**src/rtl/mips32_mc_control_if.sv**
```systemverilog
// Control bundle between the multi-cycle MIPS32 sequencer and its datapath:
// IR fields and memory ready in, datapath/memory strobes and status out.
interface mips32_mc_control_if #(
  parameter int ALU_FUNC_W = 3
);
  logic [5:0]            opc;
  logic [5:0]            func;
  logic                  memReady;
  logic                  irWrite;
  logic                  pcWrite;
  logic                  isBeq;
  logic                  isBne;
  logic [1:0]            pcSrc;
  logic                  iOrD;
  logic                  memRead;
  logic                  memWrite;
  logic                  rfWriteEnable;
  logic                  rfWriteAddrSel;
  logic [1:0]            rfWriteDataSel;
  logic                  aluSrcA;
  logic [1:0]            aluSrcB;
  logic [ALU_FUNC_W-1:0] aluFunc;
  logic                  bitXtend;
  logic                  invOpcode;
  logic                  memErr;
  logic [2:0]            state;

  modport master (
    input  opc, func, memReady,
    output irWrite, pcWrite, isBeq, isBne, pcSrc, iOrD, memRead, memWrite,
           rfWriteEnable, rfWriteAddrSel, rfWriteDataSel, aluSrcA, aluSrcB,
           aluFunc, bitXtend, invOpcode, memErr, state
  );

  modport slave (
    output opc, func, memReady,
    input  irWrite, pcWrite, isBeq, isBne, pcSrc, iOrD, memRead, memWrite,
           rfWriteEnable, rfWriteAddrSel, rfWriteDataSel, aluSrcA, aluSrcB,
           aluFunc, bitXtend, invOpcode, memErr, state
  );
endinterface

```
**src/rtl/mips32_mc_control.sv**
```systemverilog
// Multi-cycle MIPS32 control sequencer: FETCH/DECODE/EXEC/MEM/WB over a shared
// memory port with a ready handshake, a bus timeout and a sticky trap state.
module mips32_mc_control #(
  parameter int ALU_FUNC_W      = 3,
  parameter int MEM_TIMEOUT     = 15,
  parameter bit TRAP_ON_INVALID = 1'b1
) (
  input  logic                clk,
  input  logic                rst,
  mips32_mc_control_if.master bus
);

  // state  | meaning
  // FETCH  | read instruction at PC; IR and PC+4 load on memReady
  // DECODE | classify opcode, branch target into ALUOut
  // EXEC   | ALU op, address calc, or branch/jump PC update
  // MEM    | data access at ALUOut, held until memReady
  // WB     | single-cycle register-file write
  // TRAP   | invalid instruction or bus timeout, left only by rst
  typedef enum logic [2:0] {
    S_FETCH  = 3'd0,
    S_DECODE = 3'd1,
    S_EXEC   = 3'd2,
    S_MEM    = 3'd3,
    S_WB     = 3'd4,
    S_TRAP   = 3'd5
  } state_t;

  localparam int CNT_W = (MEM_TIMEOUT > 0) ? $clog2(MEM_TIMEOUT + 1) : 1;

  localparam logic [ALU_FUNC_W-1:0] ALU_ADD = ALU_FUNC_W'(3'b010);
  localparam logic [ALU_FUNC_W-1:0] ALU_SUB = ALU_FUNC_W'(3'b110);
  localparam logic [ALU_FUNC_W-1:0] ALU_AND = ALU_FUNC_W'(3'b000);
  localparam logic [ALU_FUNC_W-1:0] ALU_OR  = ALU_FUNC_W'(3'b001);
  localparam logic [ALU_FUNC_W-1:0] ALU_SLT = ALU_FUNC_W'(3'b111);

  typedef struct packed {
    logic                  ir_write;
    logic                  pc_write;
    logic                  is_beq;
    logic                  is_bne;
    logic [1:0]            pc_src;
    logic                  i_or_d;
    logic                  mem_read;
    logic                  mem_write;
    logic                  rf_we;
    logic                  rf_addr_sel;
    logic [1:0]            rf_data_sel;
    logic                  alu_src_a;
    logic [1:0]            alu_src_b;
    logic [ALU_FUNC_W-1:0] alu_func;
    logic                  bit_xtend;
  } ctl_t;

  state_t                state_q, state_nxt;
  logic [CNT_W-1:0]      cnt_q;
  logic                  inv_q, err_q;
  ctl_t                  ctl;
  logic [ALU_FUNC_W-1:0] r_func;
  logic                  r_ok;
  logic                  is_r, is_addi, is_slti, is_andi, is_ori;
  logic                  is_lw, is_sw, is_beq, is_bne, is_j, valid;
  logic                  wait_st, timeout;

  always_comb begin
    r_func = ALU_ADD;
    r_ok   = 1'b1;
    case (bus.func)
      6'h20:   r_func = ALU_ADD;
      6'h22:   r_func = ALU_SUB;
      6'h24:   r_func = ALU_AND;
      6'h25:   r_func = ALU_OR;
      6'h2A:   r_func = ALU_SLT;
      default: r_ok   = 1'b0;
    endcase
  end

  assign is_r    = (bus.opc == 6'h00) && r_ok;
  assign is_addi = (bus.opc == 6'h08);
  assign is_slti = (bus.opc == 6'h0A);
  assign is_andi = (bus.opc == 6'h0C);
  assign is_ori  = (bus.opc == 6'h0D);
  assign is_lw   = (bus.opc == 6'h23);
  assign is_sw   = (bus.opc == 6'h2B);
  assign is_beq  = (bus.opc == 6'h04);
  assign is_bne  = (bus.opc == 6'h05);
  assign is_j    = (bus.opc == 6'h02);
  assign valid   = is_r | is_addi | is_slti | is_andi | is_ori | is_lw | is_sw |
                   is_beq | is_bne | is_j;

  // A ready arriving in the cycle the count hits the limit beats the timeout.
  assign wait_st = ((state_q == S_FETCH) || (state_q == S_MEM)) && !bus.memReady;
  assign timeout = (MEM_TIMEOUT > 0) && wait_st && (cnt_q == CNT_W'(MEM_TIMEOUT));

  always_comb begin
    state_nxt = state_q;
    ctl       = '0;
    case (state_q)
      S_FETCH: begin
        ctl.mem_read  = 1'b1;
        ctl.alu_src_b = 2'b01;
        ctl.alu_func  = ALU_ADD;
        ctl.ir_write  = bus.memReady;
        ctl.pc_write  = bus.memReady;
        if (timeout)           state_nxt = S_TRAP;
        else if (bus.memReady) state_nxt = S_DECODE;
      end
      S_DECODE: begin
        ctl.alu_src_b = 2'b11;
        ctl.alu_func  = ALU_ADD;
        if (valid)                state_nxt = S_EXEC;
        else if (TRAP_ON_INVALID) state_nxt = S_TRAP;
        else                      state_nxt = S_FETCH;
      end
      S_EXEC: begin
        state_nxt = S_FETCH;
        if (is_r) begin
          ctl.alu_src_a = 1'b1;
          ctl.alu_func  = r_func;
          state_nxt     = S_WB;
        end else if (is_addi || is_slti) begin
          ctl.alu_src_b = 2'b10;
          ctl.alu_func  = is_slti ? ALU_SLT : ALU_ADD;
          state_nxt     = S_WB;
        end else if (is_andi || is_ori) begin
          ctl.alu_src_b = 2'b10;
          ctl.bit_xtend = 1'b1;
          ctl.alu_func  = is_ori ? ALU_OR : ALU_AND;
          state_nxt     = S_WB;
        end else if (is_lw || is_sw) begin
          ctl.alu_src_a = 1'b1;
          ctl.alu_src_b = 2'b10;
          ctl.alu_func  = ALU_ADD;
          state_nxt     = S_MEM;
        end else if (is_beq || is_bne) begin
          ctl.alu_src_a = 1'b1;
          ctl.alu_func  = ALU_SUB;
          ctl.pc_src    = 2'b01;
          ctl.is_beq    = is_beq;
          ctl.is_bne    = is_bne;
        end else if (is_j) begin
          ctl.pc_write  = 1'b1;
          ctl.pc_src    = 2'b10;
        end
      end
      S_MEM: begin
        ctl.i_or_d    = 1'b1;
        ctl.mem_write = is_sw;
        ctl.mem_read  = !is_sw;
        if (timeout)           state_nxt = S_TRAP;
        else if (bus.memReady) state_nxt = is_sw ? S_FETCH : S_WB;
      end
      S_WB: begin
        ctl.rf_we       = 1'b1;
        ctl.rf_addr_sel = is_r;
        ctl.rf_data_sel = is_lw ? 2'b01 : 2'b00;
        state_nxt       = S_FETCH;
      end
      S_TRAP:  state_nxt = S_TRAP;
      default: state_nxt = S_TRAP;
    endcase
  end

  always_ff @(posedge clk or posedge rst) begin
    if (rst) begin
      state_q <= S_FETCH;
      cnt_q   <= '0;
      inv_q   <= 1'b0;
      err_q   <= 1'b0;
    end else begin
      state_q <= state_nxt;
      cnt_q   <= (wait_st && !timeout) ? cnt_q + CNT_W'(1) : '0;
      if (timeout) err_q <= 1'b1;
      // Sticky while trapped; otherwise a single-cycle pulse in the following FETCH.
      if ((state_q == S_DECODE) && !valid) inv_q <= 1'b1;
      else if (state_q != S_TRAP)          inv_q <= 1'b0;
    end
  end

  assign {bus.irWrite, bus.pcWrite, bus.isBeq, bus.isBne, bus.pcSrc, bus.iOrD,
          bus.memRead, bus.memWrite, bus.rfWriteEnable, bus.rfWriteAddrSel,
          bus.rfWriteDataSel, bus.aluSrcA, bus.aluSrcB, bus.aluFunc,
          bus.bitXtend} = rst ? ctl_t'(0) : ctl;
  assign bus.invOpcode = inv_q;
  assign bus.memErr    = err_q;
  assign bus.state     = state_q;

endmodule

```
**src/flat_wrapper.sv**
```systemverilog
// flat-port wrapper written by rule: the top's interface ports become plain ports
module mips32_mc_control_flat 
#(
  parameter int ALU_FUNC_W      = 3,
  parameter int MEM_TIMEOUT     = 15,
  parameter bit TRAP_ON_INVALID = 1'b1
)
  (clk, rst, bus_opc, bus_func, bus_memReady, bus_irWrite, bus_pcWrite, bus_isBeq, bus_isBne, bus_pcSrc, bus_iOrD, bus_memRead, bus_memWrite, bus_rfWriteEnable, bus_rfWriteAddrSel, bus_rfWriteDataSel, bus_aluSrcA, bus_aluSrcB, bus_aluFunc, bus_bitXtend, bus_invOpcode, bus_memErr, bus_state);
  mips32_mc_control_if #(.ALU_FUNC_W(ALU_FUNC_W)) bus_i ();
  input  logic clk;
  input  logic rst;
  input wire logic [$bits(bus_i.opc)-1:0] bus_opc;
  input wire logic [$bits(bus_i.func)-1:0] bus_func;
  input wire logic [$bits(bus_i.memReady)-1:0] bus_memReady;
  output wire logic [$bits(bus_i.irWrite)-1:0] bus_irWrite;
  output wire logic [$bits(bus_i.pcWrite)-1:0] bus_pcWrite;
  output wire logic [$bits(bus_i.isBeq)-1:0] bus_isBeq;
  output wire logic [$bits(bus_i.isBne)-1:0] bus_isBne;
  output wire logic [$bits(bus_i.pcSrc)-1:0] bus_pcSrc;
  output wire logic [$bits(bus_i.iOrD)-1:0] bus_iOrD;
  output wire logic [$bits(bus_i.memRead)-1:0] bus_memRead;
  output wire logic [$bits(bus_i.memWrite)-1:0] bus_memWrite;
  output wire logic [$bits(bus_i.rfWriteEnable)-1:0] bus_rfWriteEnable;
  output wire logic [$bits(bus_i.rfWriteAddrSel)-1:0] bus_rfWriteAddrSel;
  output wire logic [$bits(bus_i.rfWriteDataSel)-1:0] bus_rfWriteDataSel;
  output wire logic [$bits(bus_i.aluSrcA)-1:0] bus_aluSrcA;
  output wire logic [$bits(bus_i.aluSrcB)-1:0] bus_aluSrcB;
  output wire logic [$bits(bus_i.aluFunc)-1:0] bus_aluFunc;
  output wire logic [$bits(bus_i.bitXtend)-1:0] bus_bitXtend;
  output wire logic [$bits(bus_i.invOpcode)-1:0] bus_invOpcode;
  output wire logic [$bits(bus_i.memErr)-1:0] bus_memErr;
  output wire logic [$bits(bus_i.state)-1:0] bus_state;
  assign bus_i.opc = bus_opc;
  assign bus_i.func = bus_func;
  assign bus_i.memReady = bus_memReady;
  assign bus_irWrite = bus_i.irWrite;
  assign bus_pcWrite = bus_i.pcWrite;
  assign bus_isBeq = bus_i.isBeq;
  assign bus_isBne = bus_i.isBne;
  assign bus_pcSrc = bus_i.pcSrc;
  assign bus_iOrD = bus_i.iOrD;
  assign bus_memRead = bus_i.memRead;
  assign bus_memWrite = bus_i.memWrite;
  assign bus_rfWriteEnable = bus_i.rfWriteEnable;
  assign bus_rfWriteAddrSel = bus_i.rfWriteAddrSel;
  assign bus_rfWriteDataSel = bus_i.rfWriteDataSel;
  assign bus_aluSrcA = bus_i.aluSrcA;
  assign bus_aluSrcB = bus_i.aluSrcB;
  assign bus_aluFunc = bus_i.aluFunc;
  assign bus_bitXtend = bus_i.bitXtend;
  assign bus_invOpcode = bus_i.invOpcode;
  assign bus_memErr = bus_i.memErr;
  assign bus_state = bus_i.state;
  mips32_mc_control #(.ALU_FUNC_W(ALU_FUNC_W), .MEM_TIMEOUT(MEM_TIMEOUT), .TRAP_ON_INVALID(TRAP_ON_INVALID)) u_core (.clk(clk), .rst(rst), .bus(bus_i));
endmodule
```
**config.mk**
```make
export PLATFORM = sky130hd
export DESIGN_NAME = mips32_mc_control_flat
export DESIGN_NICKNAME = d
export VERILOG_FILES = /design/src/rtl/mips32_mc_control_if.sv /design/src/rtl/mips32_mc_control.sv /design/src/flat_wrapper.sv
export SDC_FILE = /design/constraint.sdc
export NUM_CORES = 1
export LEC_CHECK = 0
export BUFFER_PORTS_ARGS = -buffer_cell sky130_fd_sc_hd__buf_2
export CORE_ASPECT_RATIO = 0.7
export CORE_MARGIN = 10
export CORE_UTILIZATION = 46
export DETAILED_ROUTE_END_ITERATION = 7
export PLACE_DENSITY = 0.79
export SETUP_SLACK_MARGIN = 0.1
export SYNTH_ARGS = -nofsm -noshare
export SYNTH_HDL_FRONTEND = slang
export SYNTH_SLANG_ARGS = --single-unit
export TNS_END_PERCENT = 20
```
**constraint.sdc**
```tcl
create_clock -name clk -period 3 [get_ports clk]
set_clock_uncertainty 0.2 [all_clocks]
set_input_delay 0.3 -clock clk [delete_from_list [all_inputs] [get_ports clk]]
set_output_delay 0.3 -clock clk [all_outputs]
set_load 0.02 [all_outputs]
```
==> out/summary.log, run 1 <==
[worst_setup_path] beginning of the worst register-to-register path u_core.cnt_q[0]
[sta] count of final setup violators 0
[cells_and_area] area overhead of the layout relative to synthesis 27.86%
[sta] measured slew at the worst slew-check pin 0.5975 ns
[clocking] maximum number of buffers from clock root to sink 2
[synth] adder-cell area share of the yosys netlist 1.429%
[worst_setup_path] startpoint kind of the worst setup timing path input port
[grt] M3 GR Usage 6.491%
[worst_setup_path] critical path arrival 2.10 ns
[synth] area share of the leading cell type in the synthesized netlist 25.71%
[floorplan] area of the die 4077 um^2
[grt] GRT Util Overall 13.35%
[clocking] Setup Fix Bufs, Post-CTS 0
[route] final wirelength 2760 um
[grt] leftover overflow at the end of global routing 0
[clocking] H-tree depth 1
[pwr] areal power density over the cells 486.3 nW/um^2
[synth] synthesized instance count 117
[worst_setup_path] Worst Setup Path Type input port to primary output
[synth] area share of and/or/nand/nor cells after synthesis 39.14%
[sta] maximum operating frequency 0.3844 GHz
[synth] netlist area before placement 875.8 um^2
[grt] GR peak layer met2
[worst_setup_path] worst reg2reg setup slack 1.28 ns
[sta] Final Critical Period 2.601 ns
[synth] top post-synthesis cells by area sky130_fd_sc_hd__dfrtp_1, sky130_fd_sc_hd__nor2_1, sky130_fd_sc_hd__nand2_1
[clocking] worst-skew pair later-pin latency 0.26 ns
[grt] first-pass GRT wire length 4560 um
[synth] count of warnings emitted by yosys 0
[synth] synth unique cells 45
[hold_path] Hold Crit Endpoint u_core.cnt_q[2]
[sta] setup repair after global routing missed its margin false
[hold_path] number of cells on the worst hold path 4
[sta] total count of hold-check failures in the final report 0
[status] status complete, no violations
[synth] number of enable-type register cells in the synthesized netlist 0
[place] DPL Wire Length 2235 um
[synth] Main synth FF type sky130_fd_sc_hd__dfrtp_1
[worst_setup_path] endpoint of the worst-slack reg-to-reg timing path u_core.bus.state[2]
[clocking] clock tree from TritonCTS built
[worst_setup_path] data required time at the worst endpoint 2.50 ns
[floorplan] top-level I/O count 40
[grt] maximum number of pins on one net before global-route repair 15
[synth] largest family of logic cells by synthesized area simple AND/OR/NAND/NOR gates
[grt] met1 track demand over resource 17.05%
[grt] vias in the first global route 983
[grt] number of antenna violations at the first check in global routing 0
[sta] Final Slew Violations 0
[sta] period utilization 86.71%
[hold_path] hold path start bus_memReady
[synth] leading cell type by number of instances after synthesis sky130_fd_sc_hd__nor2_1
[route] WL/cell 15.42 um
[synth] flip-flop and latch count after synthesis 9
[sta] Max-Slew Margin vs Limit 60.08%
[sta] Setup Total Neg Slack 0 ns
[route] Avg Vias per Cell 5.598
[route] overall via count from detail_route 1,002
[cells_and_area] final-layout fill cell count 177
[route] residual DRC count 0
[synth] xor and xnor area share after synthesis 2.000%
[synth] Post-synth top cells sky130_fd_sc_hd__nor2_1, sky130_fd_sc_hd__nand2_1, sky130_fd_sc_hd__dfrtp_1
[cells_and_area] final core utilization 60.93%
[cells_and_area] total area of multi-input combinational cells 606.8 um^2
[floorplan] die width 72.16 um
[worst_setup_path] cell depth of the worst flop-to-flop path 6
[floorplan] Core Area 1838 um^2
[clocking] clock transition time at the flip-flop clock pins of the worst setup and hold paths 0.05 ns
[clocking] cell at the root of the clock tree sky130_fd_sc_hd__clkbuf_4
[route] first drt pass iteration count 4
[synth] post-synthesis net count 133
[cells_and_area] area taken by flip-flops and latches 225.2 um^2
[cells_and_area] antenna cells 0
[cells_and_area] fraction of final layout cells with drive strength greater than 1 33.76%
[worst_setup_path] Crit Path Max Fanout 12
[pwr] maximum vdd drop 372.8 uV
[job] max-cap check violation count 0
[floorplan] starting density of the core 47.65%
[place] RD Place Congestion 0.9593
[grt] met2 global-route usage 19.18%
[synth] post-synthesis mux area share 2.429%
[route] antenna-violating nets left 0
[floorplan] standard-cell row count 13
[clocking] Num Clock Sinks 9
[route] drt initial violations 92
[worst_setup_path] capturing element type of the critical path primary output
[clocking] number of buffers added by the clock tree synthesis step 3
[synth] dominant cell type by area after synthesis sky130_fd_sc_hd__dfrtp_1
[hold_path] Worst Hold Class input port to flip-flop
[pwr] standby leakage power 0.5525 nW
[place] number of buffers inserted by port buffering 38
[synth] Mean Syn Cell Area 7.486 um^2
[synth] fraction of registers with async set/reset 100.0%
[synth] share of the yosys chip area belonging to registers 25.71%
[synth] Compound-Gate Fraction of Synth Area 23.86%
[floorplan] die boundary height 56.51 um
[cells_and_area] number of nets in the layout 174
layout make-up:
cell class	instances	area share [%]
clock buffers	4	2.346
inverters	5	1.676
multi-input cells	98	54.19
flip-flops and latches	9	20.11
well taps	22	2.458
repair buffers	41	19.22
through the flow:
step	cell area (um^2)	hold slack, ns	power [W]	setup WS [ns]	std cells
6_report	1120	0.2128	0.0005446	0.3987	179
4_1_cts	1120	0.2092	0.0005460	0.3914	179
3_5_place_dp	1084	0.1321	0.0004512	0.4258	174
3_3_place_gp	1084	0.1251	0.0004487	0.4460	174
5_1_grt	1120	0.2226	0.0005899	0.2025	179
2_1_floorplan	875.8	-0.04794	0.0003641	0.3976	117
cells in the final DEF, fill, tap and decap left out, types with 2 or more instances in the layout:
cell type and count:
sky130_fd_sc_hd__buf_2 38, sky130_fd_sc_hd__nor2_1 20, sky130_fd_sc_hd__nand2_1 11, sky130_fd_sc_hd__dfrtp_1 9, sky130_fd_sc_hd__a21oi_1 8, sky130_fd_sc_hd__nor3_1 7
sky130_fd_sc_hd__nand3_1 6, sky130_fd_sc_hd__inv_1 5, sky130_fd_sc_hd__a31oi_1 4, sky130_fd_sc_hd__nor3b_1 3, sky130_fd_sc_hd__nand2b_1 3, sky130_fd_sc_hd__or2_2 3
sky130_fd_sc_hd__clkbuf_4 3, sky130_fd_sc_hd__nor2b_1 2, sky130_fd_sc_hd__o21ai_0 2, sky130_fd_sc_hd__buf_4 2
sequential cells by signal, indices dropped and copies added (netlist names):
| register | count |
|---|---|
| u_core.bus.memErr | 1 |
| u_core.cnt_q | 4 |
| u_core.bus.invOpcode | 1 |
| u_core.bus.state | 3 |
per-layer routing:
layer | vias to the layer above | wire length [um]
li1 | 499 | -
met1 | 453 | 1282
met2 | 46 | 1169
met3 | 4 | 277
met4 | 0 | 30
met5 | - | 0
kinds of logic (layout without fill, tap and decap cells):
logic type      count (synthesis)  in the layout
compound gates                 27             27
other cells                     1              1
simple gates                   65             65
xor+xnor                        2              2
buf+inv                        10             50
flops                           9              9
mux                             2              2
fa+ha+maj                       1              1
where the power goes:
part	leakage (nW)	total, W	switching [W]	internal (W)
clock network	0.0150	0.0000922	0.0000410	0.0000512
registers	0.117	0.000177	0.0000336	0.000144
logic	0.421	0.000275	0.000172	0.000103
critical path, stage by stage:
cell and delay [ns]:
sky130_fd_sc_hd__dlygate4sd3_1 0.54, sky130_fd_sc_hd__buf_2 0.13, sky130_fd_sc_hd__inv_1 0.33, sky130_fd_sc_hd__nand2_1 0.28, sky130_fd_sc_hd__nor3_1 0.22, sky130_fd_sc_hd__or2_2 0.15
sky130_fd_sc_hd__buf_2 0.15
how the worst max path moves through the flow:
stage                     cells past startpoint        from        endpoint  slack [ns]
after global routing                          7         rst     bus_pcWrite        0.20
after detailed placement                      7  bus_opc[1]  bus_aluFunc[1]        0.43
after floorplan                               6  bus_opc[3]  bus_aluFunc[1]        0.40
after CTS                                     7         rst     bus_pcWrite        0.39
final                                         7         rst     bus_pcWrite        0.40
after global placement                        7  bus_opc[1]  bus_aluFunc[1]        0.45
timing repair:
item / CTS / global route
hold buffers: 1 / 0
gates resized for setup: 0 / 0
endpoints found under the hold margin: 9 / 0
setup endpoints to repair: 0 / 0
(Power assumes the default switching activity.)
==> run 2, diff against run 1 <==
CORE_ASPECT_RATIO = not set   (was 0.7)
CORE_UTILIZATION = 49   (was 46)
PLACE_DENSITY = 0.83   (was 0.79)
clock period = 3.2 ns   (was 3 ns; I/O delays follow)
==> run 2 against run 1 <==
- via count rose by 6.1%
- hold slack improved by 0.025 ns
- sequential power fell by 3%
- die area fell by 4.9%
- non-clock buffer count fell by 1
- cell area fell by 0.33%
- core utilization rose by 4.4 points
==> out/summary.log, run 2 (same netlist as run 1, synthesis figures left out) <==
[status] status complete, no violations
[floorplan] standard-cell row count 15 [+2]
[pwr] maximum vdd drop 433.9 uV [+16%]
[job] max-cap check violation count 0 [unchanged]
[clocking] Num Clock Sinks 9 [unchanged]
[floorplan] die width 62.28 um [-14%]
[cells_and_area] number of nets in the layout 173 [-0.57%]
[pwr] areal power density over the cells 452.5 nW/um^2 [-7.0%]
[place] number of buffers inserted by port buffering 38 [unchanged]
[sta] Setup Total Neg Slack 0 ns [unchanged]
[route] first drt pass iteration count 4 [unchanged]
[worst_setup_path] critical path arrival 2.16 ns [+0.06 ns]
[sta] tightest hold margin 0.2382 ns [+0.02536 ns]
[cells_and_area] highest-count cells in the layout ignoring fill and taps sky130_fd_sc_hd__buf_2, sky130_fd_sc_hd__nor2_1, sky130_fd_sc_hd__nand2_1
[hold_path] Worst Hold Class input port to flip-flop
[floorplan] top-level I/O count 40 [unchanged]
[clocking] maximum number of buffers from clock root to sink 2 [unchanged]
[cells_and_area] final core utilization 65.35% [+4.4 points]
[clocking] cell at the root of the clock tree sky130_fd_sc_hd__clkbuf_4
[worst_setup_path] startpoint kind of the worst setup timing path input port
[sta] maximum operating frequency 0.3728 GHz
[floorplan] Core Area 1708 um^2 [-7.1%]
[sta] Final Slew Violations 0 [unchanged]
[route] final wirelength 2734 um [-0.94%]
[cells_and_area] top register by number of flip-flops u_core.cnt_q
[route] residual DRC count 0 [unchanged]
[clocking] worst-skew pair later-pin latency 0.26 ns [about the same]
[floorplan] starting density of the core 51.28% [+3.6 points]
[clocking] CTS-repair resized insts 0 [unchanged]
[sta] Final Critical Period 2.682 ns
[grt] maximum number of pins on one net before global-route repair 16 [+1]
[route] drt initial violations 42 [-54%]
[worst_setup_path] Worst Setup Path Type input port to primary output
[worst_setup_path] capturing element type of the critical path primary output
[route] antenna-violating nets left 0 [unchanged]
[worst_setup_path] Crit Path Max Fanout 12 [unchanged]
[place] RD Place Congestion 0.8407 [-12%]
[route] WL/cell 15.10 um [-2.0%]
[sta] period utilization 83.82%
[cells_and_area] number of flip-flops in the largest register 4 [unchanged]
[worst_setup_path] Worst path slowest cell sky130_fd_sc_hd__dlygate4sd3_1
[floorplan] area of the die 3878 um^2 [-4.9%]
[clocking] clock tree from TritonCTS built
[grt] vias in the first global route 1,068 [+8.6%]
[grt] number of antenna violations at the first check in global routing 0 [unchanged]
[grt] leftover overflow at the end of global routing 0 [unchanged]
[grt] first-pass GRT wire length 4864 um [+6.7%]
[place] DPL Wire Length 2274 um [+1.8%]
[worst_setup_path] data required time at the worst endpoint 2.68 ns [+0.18 ns]
[floorplan] die boundary height 62.28 um [+10%]
[cells_and_area] area overhead of the layout relative to synthesis 27.43%
[worst_setup_path] chain of cells forming the critical path dlygate4sd3_1, buf_2, inv_1, nand2_1, nor3_1, or2_2, buf_2
[clocking] number of buffers added by the clock tree synthesis step 3 [unchanged]
[clocking] Setup Fix Bufs, Post-CTS 0 [unchanged]
[cells_and_area] fraction of final layout cells with drive strength greater than 1 33.33% [-0.42 points]
[sta] setup repair after global routing missed its margin false
[clocking] H-tree depth 1 [unchanged]
[pwr] standby leakage power 0.5471 nW [-0.98%]
[route] Avg Vias per Cell 5.873 [+4.9%]
[sta] total count of hold-check failures in the final report 0 [unchanged]
[cells_and_area] antenna cells 0 [unchanged]
[worst_setup_path] worst stage delay on the critical path 0.54 ns [about the same]
[cells_and_area] final-layout fill cell count 157 [-11%]
[route] overall via count from detail_route 1,063 [+6.1%]
[cells_and_area] area taken by flip-flops and latches 225.2 um^2 [unchanged]
[cells_and_area] total area of multi-input combinational cells 606.8 um^2 [unchanged]
[clocking] clock transition time at the flip-flop clock pins of the worst setup and hold paths 0.06 ns [about the same]
[worst_setup_path] cell seen most often among critical-path stages sky130_fd_sc_hd__buf_2
[cells_and_area] most common library cell in the layout ignoring fill and taps sky130_fd_sc_hd__buf_2
[sta] count of final setup violators 0 [unchanged]
[grt] GRT Util Overall 14.41% [+1.1 points]
run 2: what timing repair did:
item | CTS | global route
hold buffers | 1 | 0
setup endpoints to repair | 0 | 0
hold endpoints to repair | 9 | 0
run 2: worst max-delay path: cells and delay by family:
family | cells | cell delay [ns]
AND/OR/NAND/NOR | 3 | 0.70
buffers and inverters | 4 | 1.15
run 2: metal layers:
metal  vias up  global-route usage [%]  share of wire [%]
li1        504                       -                  -
met1       497                   15.71                 39
met2        58                   26.03                 52
met3         4                   4.301                7.7
met4         0                   4.190               0.95
met5         -                       0                  0
run 2: final timing paths:
| kind | start | end | slack [ns] | depth (start not counted) |
|---|---|---|---|---|
| max in group asynchronous | rst | u_core.bus.invOpcode | 2.08 | 3 |
| worst max-delay path | rst | bus_pcWrite | 0.52 | 7 |
| worst max register to register | u_core.cnt_q[0] | u_core.bus.state[2] | 1.52 | 6 |
| worst min register to register | u_core.cnt_q[0] | u_core.cnt_q[0] | 0.28 | 1 |
| worst min-delay path | bus_memReady | u_core.cnt_q[2] | 0.24 | 4 |
| min in group asynchronous | rst | u_core.cnt_q[2] | 0.42 | 3 |
run 2: cell type report:
type / instances / area share, %
clock buffer: 4 / 2.354
inverter: 5 / 1.682
multi-input combinational: 98 / 54.37
sequential: 9 / 20.18
tap: 25 / 2.803
timing repair buffer: 40 / 18.61
run 2: report_power, final:
group	switching, W	internal (W)
logic	0.000151	0.0000938
registers	0.0000372	0.000134
clock network	0.0000400	0.0000481
run 2: through the flow:
stage                     std cells  setup slack [ns]  total power (W)  area [um^2]
after floorplan                 117            0.5576        0.0003414        875.8
after CTS                       181            0.4914        0.0005102         1116
after global placement          176            0.6187        0.0004103         1080
after global routing            181            0.4188        0.0005539         1116
after detailed placement        176            0.6138        0.0004181         1080
final                           181            0.5179        0.0005050         1116
==> run 3, diff against run 2 <==
CORE_ASPECT_RATIO = 0.7   (was not set)
CORE_UTILIZATION = 41   (was 49)
PLACE_DENSITY = 0.74   (was 0.83)
clock period = 2.3 ns   (was 3.2 ns; I/O delays follow)
==> run 3 against run 2 <==
- the flow now finishes with violations (setup timing)
- total power increased by 57%
- cell area increased by 17%
- critical path depth unchanged
- critical endpoint is now bus_aluFunc[1]
==> out/summary.log, run 3 (same netlist as run 1, synthesis figures left out) <==
[sta] Setup Total Neg Slack -0.1257 ns [-0.1257 ns]
[grt] vias in the first global route 1,005 [-5.9%]
[place] number of buffers inserted by port buffering 38 [unchanged]
[clocking] H-tree depth 1 [unchanged]
[sta] count of final setup violators 2 [+2]
[route] Avg Vias per Cell 5.696 [-3.0%]
[sta] Setup WS post-layout -0.07774 ns [-0.5956 ns]
[clocking] maximum number of buffers from clock root to sink 2 [unchanged]
[sta] Final Slew Violations 0 [unchanged]
[clocking] number of buffers added by the clock tree synthesis step 3 [unchanged]
[grt] GRT Util Overall 14.20% [-0.21 points]
[sta] setup repair after global routing missed its margin true
[pwr] areal power density over the cells 604.8 nW/um^2 [+34%]
[route] first drt pass iteration count 4 [unchanged]
[grt] number of antenna violations at the first check in global routing 0 [unchanged]
[cells_and_area] final core utilization 67.55% [+2.2 points]
[grt] first-pass GRT wire length 4995 um [+2.7%]
[cells_and_area] Finished Layout Cells 194 [+7.2%]
[grt] leftover overflow at the end of global routing 0 [unchanged]
[grt] maximum number of pins on one net before global-route repair 15 [-1]
[status] status finished, violations left
[worst_setup_path] startpoint kind of the worst setup timing path input port
[place] RD Place Congestion 0.9089 [+8.1%]
[sta] Final Critical Period 2.378 ns
[pwr] overall power of the completed layout 0.0007908 W [+57%]
[route] overall via count from detail_route 1,105 [+4.0%]
[sta] total count of hold-check failures in the final report 0 [unchanged]
[pwr] standby leakage power 0.6350 nW [+16%]
[floorplan] Core Area 1936 um^2 [+13%]
[floorplan] top-level I/O count 40 [unchanged]
[cells_and_area] number of nets in the layout 189 [+9.2%]
[clocking] clock transition time at the flip-flop clock pins of the worst setup and hold paths 0.07 ns [about the same]
[clocking] worst-skew pair later-pin latency 0.27 ns [about the same]
[route] drt initial violations 70 [+67%]
[worst_setup_path] Worst Setup Path Type input port to primary output
[clocking] Num Clock Sinks 9 [unchanged]
[floorplan] standard-cell row count 13 [-2]
[route] antenna-violating nets left 0 [unchanged]
[worst_setup_path] data required time at the worst endpoint 1.87 ns [-0.81 ns]
[place] DPL Wire Length 2523 um [+11%]
[cells_and_area] area overhead of the layout relative to synthesis 49.29%
[route] final wirelength 3185 um [+16%]
[clocking] cell at the root of the clock tree sky130_fd_sc_hd__clkbuf_4
[cells_and_area] highest-count cells in the layout ignoring fill and taps sky130_fd_sc_hd__buf_2, sky130_fd_sc_hd__nor2_1, sky130_fd_sc_hd__buf_4
[cells_and_area] most common library cell in the layout ignoring fill and taps sky130_fd_sc_hd__buf_2
[floorplan] starting density of the core 45.25% [-6.0 points]
[pwr] maximum vdd drop 612.8 uV [+41%]
[worst_setup_path] Crit Path Max Fanout 2 [-10]
[worst_setup_path] capturing element type of the critical path primary output
[route] residual DRC count 0 [unchanged]
[floorplan] die width 75.24 um [+21%]
[cells_and_area] number of flip-flops in the largest register 4 [unchanged]
[cells_and_area] antenna cells 0 [unchanged]
[sta] tightest hold margin 0.1337 ns [-0.1045 ns]
[worst_setup_path] critical path arrival 1.95 ns [-0.21 ns]
[clocking] clock tree from TritonCTS built
[cells_and_area] top register by number of flip-flops u_core.cnt_q
[sta] maximum operating frequency 0.4206 GHz
[place] count of placed standard cells including taps 187 [+6.3%]
[worst_setup_path] worst reg2reg setup slack 0.53 ns [-0.99 ns]
[status] violations in the final reports setup timing
[job] max-cap check violation count 0 [unchanged]
[floorplan] die boundary height 58.67 um [-5.8%]
[sta] period utilization 103.4%
[hold_path] Worst Hold Class input port to flip-flop
[route] WL/cell 16.42 um [+8.7%]
[floorplan] area of the die 4414 um^2 [+14%]
[cells_and_area] fraction of final layout cells with drive strength greater than 1 43.02% [+9.7 points]
-- run 3: changes by cell type in the layout (fill, tap and decap cells not counted), sizes merged --
cell  previous run  this run
buf             39        55
-- run 3: stage by stage --
step | cell area (um^2) | worst slack (ns)
2_1_floorplan | 892.1 | -0.05436
4_1_cts | 1277 | -0.1413
6_report | 1308 | -0.07774
3_3_place_gp | 1197 | -0.1466
3_5_place_dp | 1197 | -0.2178
5_1_grt | 1308 | -0.1591
-- run 3: worst max-delay path: stages --
cell and delay, ns:
sky130_fd_sc_hd__buf_6 0.09, sky130_fd_sc_hd__or4b_4 0.56, sky130_fd_sc_hd__a2111oi_4 0.38, sky130_fd_sc_hd__nor2_2 0.07, sky130_fd_sc_hd__a221o_1 0.35, sky130_fd_sc_hd__a21oi_4 0.13
sky130_fd_sc_hd__buf_6 0.13
-- run 3: path summary, 6_finish.rpt --
| path | cells after the start | from | endpoint |
|---|---|---|---|
| min reg2reg | 1 | u_core.cnt_q[0] | u_core.cnt_q[0] |
| max in group asynchronous | 4 | rst | u_core.bus.state[0] |
| min | 4 | bus_memReady | u_core.cnt_q[2] |
| max reg2reg | 6 | u_core.cnt_q[0] | u_core.bus.state[2] |
| min in group asynchronous | 4 | rst | u_core.cnt_q[2] |
| max | 7 | bus_func[4] | bus_aluFunc[1] |
-- run 3: what timing repair did --
action	in CTS	in global routing
endpoints found under the hold margin	9	0
pin swaps	7	4
hold buffers	1	0
buffers inserted	2	0
setup endpoints to repair	7	8
gates resized for setup	7	7
-- run 3: area by class of cell --
class                           instances  area, um^2
Multi-Input combinational cell         98       641.9
Timing Repair Buffer                   56       367.9
Clock buffer                            4       26.28
Sequential cell                         9       225.2
Inverter                                5       18.77
Tap cell                               22       27.53
Fill cell                             170       628.1
-- run 3: where the power goes --
group          internal (W)  switching (W)  total, W
Clock             0.0000672      0.0000634  0.000131
Sequential         0.000188      0.0000178  0.000205
Combinational      0.000179       0.000276  0.000455
Total              0.000434       0.000357  0.000791
-- run 3: per-layer routing --
metal	vias up	wire length, um	track usage, %
met5	-	0	0
met4	0	27	2.375
met3	4	411	4.523
met2	76	1416	21.95
met1	493	1329	18.99
li1	532	-	-
